### src/rtl/bsg_link_sdr_upstream_serializer.sv
// Single-clock SDR link transmitter: buffers core words in a small FIFO and serializes them
// LSB phit first, gated by a credit count that the receiver replenishes through a toggling token.
module bsg_link_sdr_upstream_serializer #(
   parameter int unsigned DATA_W      = 32,
   parameter int unsigned PHIT_W      = 8,
   parameter int unsigned FIFO_DEPTH  = 4,
   parameter int unsigned CREDITS     = 8,
   parameter int unsigned TOKEN_BATCH = 2
) (
   input  logic                              clk,
   input  logic                              rst_n,
   input  logic [DATA_W-1:0]                 core_data_i,
   input  logic                              core_valid_i,
   output logic                              core_ready_o,
   output logic [PHIT_W-1:0]                 io_data_o,
   output logic                              io_valid_o,
   input  logic                              io_token_i,
   output logic [$clog2(CREDITS+1)-1:0]      credits_o,
   output logic [$clog2(FIFO_DEPTH+1)-1:0]   fifo_count_o,
   output logic                              credit_err_o
);
   localparam int unsigned BEATS  = DATA_W / PHIT_W;
   localparam int unsigned BEAT_W = (BEATS > 1) ? $clog2(BEATS) : 1;
   localparam int unsigned PTR_W  = (FIFO_DEPTH > 1) ? $clog2(FIFO_DEPTH) : 1;
   localparam int unsigned FCNT_W = $clog2(FIFO_DEPTH + 1);
   localparam int unsigned CRED_W = $clog2(CREDITS + 1);
   localparam int unsigned SUM_W  = CRED_W + 1;

   typedef enum logic {S_IDLE, S_SEND} state_e;

   state_e               state_q;
   logic [DATA_W-1:0]    mem_q [FIFO_DEPTH];
   logic [PTR_W-1:0]     rd_ptr_q;
   logic [PTR_W-1:0]     wr_ptr_q;
   logic [FCNT_W-1:0]    count_q;
   logic [DATA_W-1:0]    shift_q;
   logic [BEAT_W-1:0]    beat_q;
   logic [CRED_W-1:0]    credits_q;
   logic                 tok_q;
   logic                 err_q;

   logic                 push;
   logic                 load;
   logic                 last_beat;
   logic                 tok_edge;
   logic [BEAT_W-1:0]    beat_nxt;
   logic [SUM_W-1:0]     credit_sum;

   assign core_ready_o = (count_q < FCNT_W'(FIFO_DEPTH));
   assign credits_o    = credits_q;
   assign fifo_count_o = count_q;
   assign credit_err_o = err_q;

   // Load decision uses registered credits only; a token return in this cycle helps next cycle.
   always_comb begin
      push       = core_valid_i & core_ready_o;
      last_beat  = (beat_q == BEAT_W'(BEATS - 1));
      load       = ((state_q == S_IDLE) || ((state_q == S_SEND) && last_beat))
                   && (count_q != '0) && (credits_q != '0);
      tok_edge   = io_token_i ^ tok_q;
      beat_nxt   = beat_q + 1'b1;
      credit_sum = SUM_W'(credits_q) - SUM_W'(load)
                   + (tok_edge ? SUM_W'(TOKEN_BATCH) : SUM_W'(0));
   end

   always_ff @(posedge clk) begin
      if (push) mem_q[wr_ptr_q] <= core_data_i;
   end

   always_ff @(posedge clk) begin
      if (!rst_n) begin
         state_q    <= S_IDLE;
         rd_ptr_q   <= '0;
         wr_ptr_q   <= '0;
         count_q    <= '0;
         shift_q    <= '0;
         beat_q     <= '0;
         credits_q  <= CRED_W'(CREDITS);
         tok_q      <= 1'b0;
         err_q      <= 1'b0;
         io_valid_o <= 1'b0;
         io_data_o  <= '0;
      end else begin
         tok_q <= io_token_i;
         if (push) wr_ptr_q <= wr_ptr_q + 1'b1;
         if (load) rd_ptr_q <= rd_ptr_q + 1'b1;
         count_q <= count_q + FCNT_W'(push) - FCNT_W'(load);

         // Over-return means the receiver and this side disagree; clamp and flag it.
         if (credit_sum > SUM_W'(CREDITS)) begin
            credits_q <= CRED_W'(CREDITS);
            err_q     <= 1'b1;
         end else begin
            credits_q <= CRED_W'(credit_sum);
         end

         if (load) begin
            shift_q    <= mem_q[rd_ptr_q];
            io_data_o  <= mem_q[rd_ptr_q][PHIT_W-1:0];
            io_valid_o <= 1'b1;
            beat_q     <= '0;
            state_q    <= S_SEND;
         end else if (state_q == S_SEND) begin
            if (last_beat) begin
               io_valid_o <= 1'b0;
               state_q    <= S_IDLE;
            end else begin
               beat_q    <= beat_nxt;
               io_data_o <= shift_q[PHIT_W*beat_nxt +: PHIT_W];
            end
         end
      end
   end
endmodule

### config.mk
export PLATFORM = sky130hd
export DESIGN_NAME = bsg_link_sdr_upstream_serializer
export DESIGN_NICKNAME = d
export VERILOG_FILES = /design/src/rtl/bsg_link_sdr_upstream_serializer.sv
export SDC_FILE = /design/constraint.sdc
export NUM_CORES = 1
export LEC_CHECK = 0
export BUFFER_PORTS_ARGS = -buffer_cell sky130_fd_sc_hd__buf_2
export CAP_MARGIN = 10
export CORE_MARGIN = 4
export CORE_UTILIZATION = 54
export DETAILED_ROUTE_END_ITERATION = 10
export MAX_ROUTING_LAYER = met4
export PLACE_DENSITY = 0.8
export SKIP_CTS_REPAIR_TIMING = 1
export SYNTH_ARGS = -nofsm -noshare
export SYNTH_HDL_FRONTEND = slang
export SYNTH_SLANG_ARGS = --single-unit
### constraint.sdc
create_clock -name clk -period 2.7 [get_ports clk]
set_input_delay 0.27 -clock clk [delete_from_list [all_inputs] [get_ports clk]]
set_output_delay 0.27 -clock clk [all_outputs]
set_load 0.03 [all_outputs]
== Word-level counts from Yosys, hierarchy flattened ==
Memory sizes are Yosys's and may differ from the RTL's. A register that Yosys moved wholly into a read port is not among the register bits.
Cells that the tools add are included.

* Flip-flop bits (word level): 57
* Bits in latches: 0
* Memory bits (writable): 128
* ROM bits: 0
* Input bits: 36
* Output and inout bits: 18
* Memories kept: 1

* $add $sub $neg: 7
* Multiply operators: 0
* Div/mod/pow operators: 0
* Magnitude comparators: 2
* Eq/ne operators: 2
* Shift-type cells: 1
* Mux-type cells: 14
* Bitwise operators: 5
* Reductions and logical operators: 13

{| class="wikitable"
|+ Memory list
! memory !! depth !! bits a word !! read ports !! clocked after Yosys merged registers in !! write ports !! line !! source
|-
| mem_q || 4 || 32 || 1 || 1 || 1 || 32 || <nowiki>logic [DATA_W-1:0] mem_q [FIFO_DEPTH];</nowiki>
|}

{| class="wikitable"
|+ Operators with widths
! cell !! count
|-
| $shiftx 32x6->8 || 1
|-
| $mux 8 || 3
|-
| $mux 1 || 8
|-
| $add 2x1->2 const B || 3
|-
| $mux 2 || 3
|-
| $reduce_and 2->1 || 3
|-
| $add 5x2->5 || 1
|-
| $gt 5x4->1 const B || 1
|-
| $sub 4x1->5 || 1
|-
| $reduce_bool 2->1 || 2
|-
| $reduce_bool 4->1 || 1
|-
| $reduce_or 2->1 || 2
|-
| $add 3x1->3 || 1
|-
| $logic_and 1x1->1 || 3
|-
| $lt 3x3->1 const B || 1
|-
| $not 1->1 || 3
|-
| $reduce_bool 3->1 || 1
|-
| $sub 3x1->3 || 1
|-
| $eq 2x2->1 const B || 1
|-
| $ne 2x2->1 const B || 1
|-
| $and 1x1->1 || 1
|-
| $logic_or 1x1->1 || 1
|-
| $xor 1x1->1 || 1
|}

== Logic depth before layout (Yosys ltp) ==
* Depth after elaboration: 9
* Depth in mapped cells: 15
* Gate-level depth less buffers: 14

== Least setup slack after synthesis ==
OpenSTA, ideal clock, no wires.

* Path type: register -> register
* Start: register credits_q[2] (netlist: credits_o[2])
* End: register credits_q[3] (netlist: credits_o[3])
* Setup time: 120 ps
* Data arrival time: 3019 ps
* Required time: 2580 ps
* Path slack: -439 ps
* Stages on the path, launching flop included: 16
* Path buffers: 1
* Clock period less this slack: 3139 ps
* Path through: dfxtp_1 inv_1 ha_1 or3b_4 nand3_4 inv_2 buf_2 ha_1 inv_1 ha_1 inv_1 fa_1 and3b_1 o21ai_0 mux2_2 or2_1

* Longest elaborated chain between the ends: 6

{| class="wikitable"
|+ Ends and longest elaborated chain
! element !! line !! source
|-
| start: declaration || 38 || <nowiki>logic [CRED_W-1:0] credits_q;</nowiki>
|-
| start signal: assignment || 78 || <nowiki>credits_q <= CRED_W'(CREDITS);</nowiki>
|-
| start signal: assignment || 91 || <nowiki>credits_q <= CRED_W'(CREDITS);</nowiki>
|-
| start signal: assignment || 94 || <nowiki>credits_q <= CRED_W'(credit_sum);</nowiki>
|-
| $reduce_bool 4->1 (*) || 59 || <nowiki>&& (count_q != '0) && (credits_q != '0);</nowiki>
|-
| $logic_and 1x1->1 (*) || 59 ||
|-
| net load || 43 || <nowiki>logic load;</nowiki>
|-
| $sub 4x1->5 (*) || 62 || <nowiki>credit_sum = SUM_W'(credits_q) - SUM_W'(load)</nowiki>
|-
| $add 5x2->5 (*) || 63 || <nowiki>+ (tok_edge ? SUM_W'(TOKEN_BATCH) : SUM_W'(0));</nowiki>
|-
| $gt 5x4->1 || 90 || <nowiki>if (credit_sum > SUM_W'(CREDITS)) begin</nowiki>
|-
| $reduce_or 2->1 (no source line) || n/a ||
|}

Mark *: on every way through the listed nets, which the timed path passes. The rest lies on a longest branch.
A chain may end at the register's enable or synchronous reset.

== Worst setup path after layout ==
* Start: register credits_q[2] (netlist: credits_o[2])
* End: register credits_q[3] (netlist: credits_o[3])

* Longest elaborated chain between the ends: 6

{| class="wikitable"
|+ Ends and longest elaborated chain
! element !! line
|-
| $reduce_bool 4->1 || 59
|-
| $logic_and 1x1->1 || 59
|-
| $sub 4x1->5 (*) || 62
|-
| $add 5x2->5 (*) || 63
|-
| $gt 5x4->1 || 90
|-
| $reduce_or 2->1 (no source line) || n/a
|}

Every way passes the cells marked *; elsewhere a longest branch is shown, timed or not.

==> implementation parameters <==
Parameter                              Value

Setup path
  Worst Reg-to-Reg Cells ... 14
  Biggest fanout along the worst timing path ... 5
  Arrival time of the worst setup path ... roughly 3.1 ns
  Beginning of the critical path ... credits_o[2]
  Critical Path Start Type ... flop
  Kind of capture point of the worst setup path ... flop
  Cell seen most often among critical-path stages ... sky130_fd_sc_hd__ha_4
  Startpoint of the lowest-slack register-to-register path ... credits_o[2]
  Critical path's top delay family ... adder cells
  Crit path kind ... flop to flop
  Setup slack of the most critical reg-to-reg path ... -0.10 ns
  Cell-by-cell listing of the critical path ... inv_4 > ha_4 > or3b_4 > nand3_4 > inv_4 > ha_4 > inv_2 > ha_4 > inv_2 > fa_1 > and3b_1 > o21ai_1 > mux2_4 > or2_1
  Data required, critical path ... 3.01 ns
  Sum of buffers and inverters on the critical path ... 4
  Highest cell delay on the worst timing path ... ~0.53 ns
  Slowest cell on crit path ... sky130_fd_sc_hd__fa_1
  Worst reg2reg path endpoint ... credits_o[3]

Power and ir drop
  Power density over cell area ... around 1100 mW/mm²
  Total power consumption of the routed design ... around 9400 µW
  Maximum VDD drop ... between 0.0006 and 0.0007 V
  P_leak ... between 0.002 and 0.003 µW

STA
  Setup repair after global routing missed its margin ... true
  Layout Skew ... around 0.0064 ns
  Worst Setup Slack, final ... -0.1010 ns
  Worst hold-check slack ... 0.05776 ns
  Fmax ... between 300 and 400 MHz
  Tightest slew margin relative to the limit ... approximately 43%
  Final setup TNS ... -0.2781 ns
  Fin crit share ... 103.7%
  Final hold violations ... 0
  Transition time of the tightest slew-check pin ... between 0.8 and 0.9 ns
  Minimum clock period ... between 2 and 3 ns
  Setup-failing EPs final ... 4
  Slew Viols, Final ... 0

Layout
  Area growth syn-to-layout ... 15.41%
  Core occupancy in the finished layout ... 64.05%
  Share of post-route cells with drive strength above 1 ... between 30% and 40%
  Final non-filler cell area ... ~0.0085 mm²
  N_diodes ... 0
  Final Net Count ... between 500 and 600

Detailed routing
  Top Metal Used ... met4
  Detailed Route Iter0 Violations ... about 250
  Routed wire length ... 13.45 mm
  Remaining design rule violation count ... 0
  Number of routed nets with antenna violations ... 0
  Met2 Routed Length ... roughly 7 mm
  Vias per inst ... roughly 5.6
  Count of vias placed by the detailed router ... about 4000
  Met1 routed wirelength after detailed routing ... between 5 and 6 mm
  Router iterations before antenna repair ... 4
  Met3 wirelength from detailed routing ... 701 µm
  DR WL/cell ... about 19 µm

Global route
  Leftover overflow at the end of global routing ... 0
  Vias in the first global route ... about 4200
  Overall fraction of global-route tracks in use ... about a fifth
  First-pass GRT wire length ... 21.74 mm
  Pin count of the biggest net entering global routing ... 58
  Antenna violations before repair ... 0

Clock network
  Register clock-pin slew on the reported worst setup and hold paths ... around 0.06 ns
  Htree depth ... 4
  Root cell of the clock tree ... sky130_fd_sc_hd__clkbuf_16
  Clock tree sinks ... between 150 and 200
  Total clock buffers created by CTS ... 17
  TritonCTS clock tree ... built
  Worst-Skew Late Latency ... between 0.4 and 0.5 ns
  Max Root-Sink Buffers ... 2

Floorplan
  Area of the core ... ~0.013 mm²
  Die area ... ~0.016 mm²
  Initial Utilization ... approximately 55%
  I/O pin cnt ... 54
  Die width ... 124.9 µm
  Vertical die dimension ... roughly 120 µm
  Placement row count ... 42

Synthesis
  Number of nets produced by synthesis ... 510
  Number of flops mapped to enable cells by yosys ... about 130
  Share of async-settable or async-resettable flops after synthesis ... 0%
  Synth Instances ... between 400 and 500
  Sequential-to-total area share from yosys stat ... roughly 68%
  Count of distinct cell types in the synthesized netlist ... 38
  Summed instance area of the synthesized netlist ... between 0.007 and 0.008 mm²
  Number of flip-flops and latches in the synthesized netlist ... 187
  Number of warning messages in the yosys log ... 0
  Ys flop type ... sky130_fd_sc_hd__edfxtp_1
  Syn Area/Cell ... between 15 and 20 µm²

Status
  Result of the run ... complete, but fails checks
  Violated checks ... setup timing

Worst hold path
  Hold path cells ... 1
  Launch point of the worst hold path ... core_data_i[7]
  Hold EP ... mem_q[1][7]
  Path category of the worst min-delay check ... input port to flop

Placed design
  Number of buffers inserted by port buffering ... between 50 and 60
  Gp weighted congestion ... between 0.7 and 0.8
  Placement-stage cell area ... about 0.0079 mm²
  HPWL after DPL ... roughly 8.6 mm

Flow run
  Number of max-cap violations ... 0
registers in the layout, indices dropped and copies added (netlist names), named ones only:
signal,cells
state_q,1
beat_q,2
io_valid_o,1
credits_o,4
rd_ptr_q,2
shift_q,32
fifo_count_o,3
wr_ptr_q,2
io_data_o,8
credit_err_o,1
tok_q,1
mem_q,128
cells by family after synthesis:
family	Yosys count	synth area share, %
DFF	187	68.10
muxes	49	12.84
adders and majority gates	15	2.747
AOI/OAI and AO/OA	63	6.240
buffers and inverters	40	2.984
xor gates and xnor gates	7	0.8309
and+or+nand+nor	98	6.258
worst reg2reg max path, cell delays in order (launching register included):
cell,delay (ns)
sky130_fd_sc_hd__dfxtp_4,0.35
sky130_fd_sc_hd__inv_4,0.06
sky130_fd_sc_hd__ha_4,0.12
sky130_fd_sc_hd__or3b_4,0.38
sky130_fd_sc_hd__nand3_4,0.08
sky130_fd_sc_hd__inv_4,0.04
sky130_fd_sc_hd__ha_4,0.14
sky130_fd_sc_hd__inv_2,0.05
sky130_fd_sc_hd__ha_4,0.12
sky130_fd_sc_hd__inv_2,0.04
sky130_fd_sc_hd__fa_1,0.53
sky130_fd_sc_hd__and3b_1,0.19
sky130_fd_sc_hd__o21ai_1,0.08
sky130_fd_sc_hd__mux2_4,0.30
sky130_fd_sc_hd__or2_1,0.21
cells in the mapped netlist, drive strengths merged, types with 3 or more instances:
master   count  area share, %
dfxtp       59             16
nor2         3           0.15
o21ai        6           0.41
nor2b        4           0.34
clkbuf       6           0.31
buf         19            1.9
edfxtp     128             52
o211ai       4           0.41
xnor2        7           0.83
mux4        36             11
ha          13            2.2
and2        10           0.85
a2bb2oi      4           0.47
a21oi        7           0.53
mux2         5           0.76
a21boi      39            4.1
nand2       71            3.7
mux2i        8            1.1
inv         15           0.76
nor3b        4           0.41
power breakdown:
group | switching [µW] | leakage [µW] | total [µW] | internal, µW
sequential | 278 | 0.00166 | 3910 | 3630
combinational | 1780 | 0.00107 | 3170 | 1380
clock | 944 | 0.000268 | 2370 | 1430
per-layer routing:
metal / global-route usage, % / vias to the layer above
met5: - / -
met4: 7.781 / 0
met3: 4.631 / 24
met2: 30.41 / 115
met1: 22.66 / 2006
li1: - / 1842
layout by cell type (no fill, tap or decap), types with 4 or more instances in the layout:
master / Yosys / layout
sky130_fd_sc_hd__a21boi_1: 31 / 31
sky130_fd_sc_hd__buf_4: 2 / 22
sky130_fd_sc_hd__o211ai_1: 4 / 4
sky130_fd_sc_hd__nor2b_1: 4 / 4
sky130_fd_sc_hd__mux4_2: 36 / 36
sky130_fd_sc_hd__nand2_1: 67 / 67
sky130_fd_sc_hd__ha_4: 0 / 5
sky130_fd_sc_hd__inv_2: 1 / 5
sky130_fd_sc_hd__clkbuf_16: 0 / 17
sky130_fd_sc_hd__buf_2: 11 / 53
sky130_fd_sc_hd__mux2i_1: 8 / 8
sky130_fd_sc_hd__xnor2_1: 7 / 6
sky130_fd_sc_hd__a21oi_1: 6 / 6
sky130_fd_sc_hd__inv_1: 14 / 8
sky130_fd_sc_hd__o21ai_1: 2 / 4
sky130_fd_sc_hd__edfxtp_1: 128 / 128
sky130_fd_sc_hd__ha_1: 13 / 8
sky130_fd_sc_hd__a21boi_0: 5 / 5
sky130_fd_sc_hd__a2bb2oi_1: 4 / 4
sky130_fd_sc_hd__dfxtp_1: 59 / 56
sky130_fd_sc_hd__mux2_2: 5 / 4
sky130_fd_sc_hd__nand2_2: 4 / 4
sky130_fd_sc_hd__nor3b_1: 4 / 4
sky130_fd_sc_hd__and2_1: 10 / 10
worst max path at each step:
stage / end / slack [ns] / depth (start not counted)
floorplan: credits_o[3] / -0.22 / 15
global placement: credits_o[3] / -0.03 / 14
detailed placement: credits_o[3] / -0.11 / 14
CTS: credits_o[3] / -0.14 / 14
global route: credits_o[3] / -0.19 / 14
finish: credits_o[3] / -0.10 / 14
metrics by stage:
stage,std cells,worst slack [ns]
4_1_cts,713,-0.1378
5_1_grt,715,-0.1869
3_3_place_gp,683,-0.02917
6_report,715,-0.1010
2_1_floorplan,459,-0.2192
3_5_place_dp,683,-0.1103
area by class of cell:
type                    instances  area (µm²)
repair buffers                 75       430.4
fillers                       950        4780
inverters                      15       61.31
multi-input cells             232        2210
well taps                     176       220.2
clock buffers                  20       436.7
clock inverters                10       126.4
flip-flops and latches        187        5031
No activity file was read; power rests on OpenSTA's default activity.
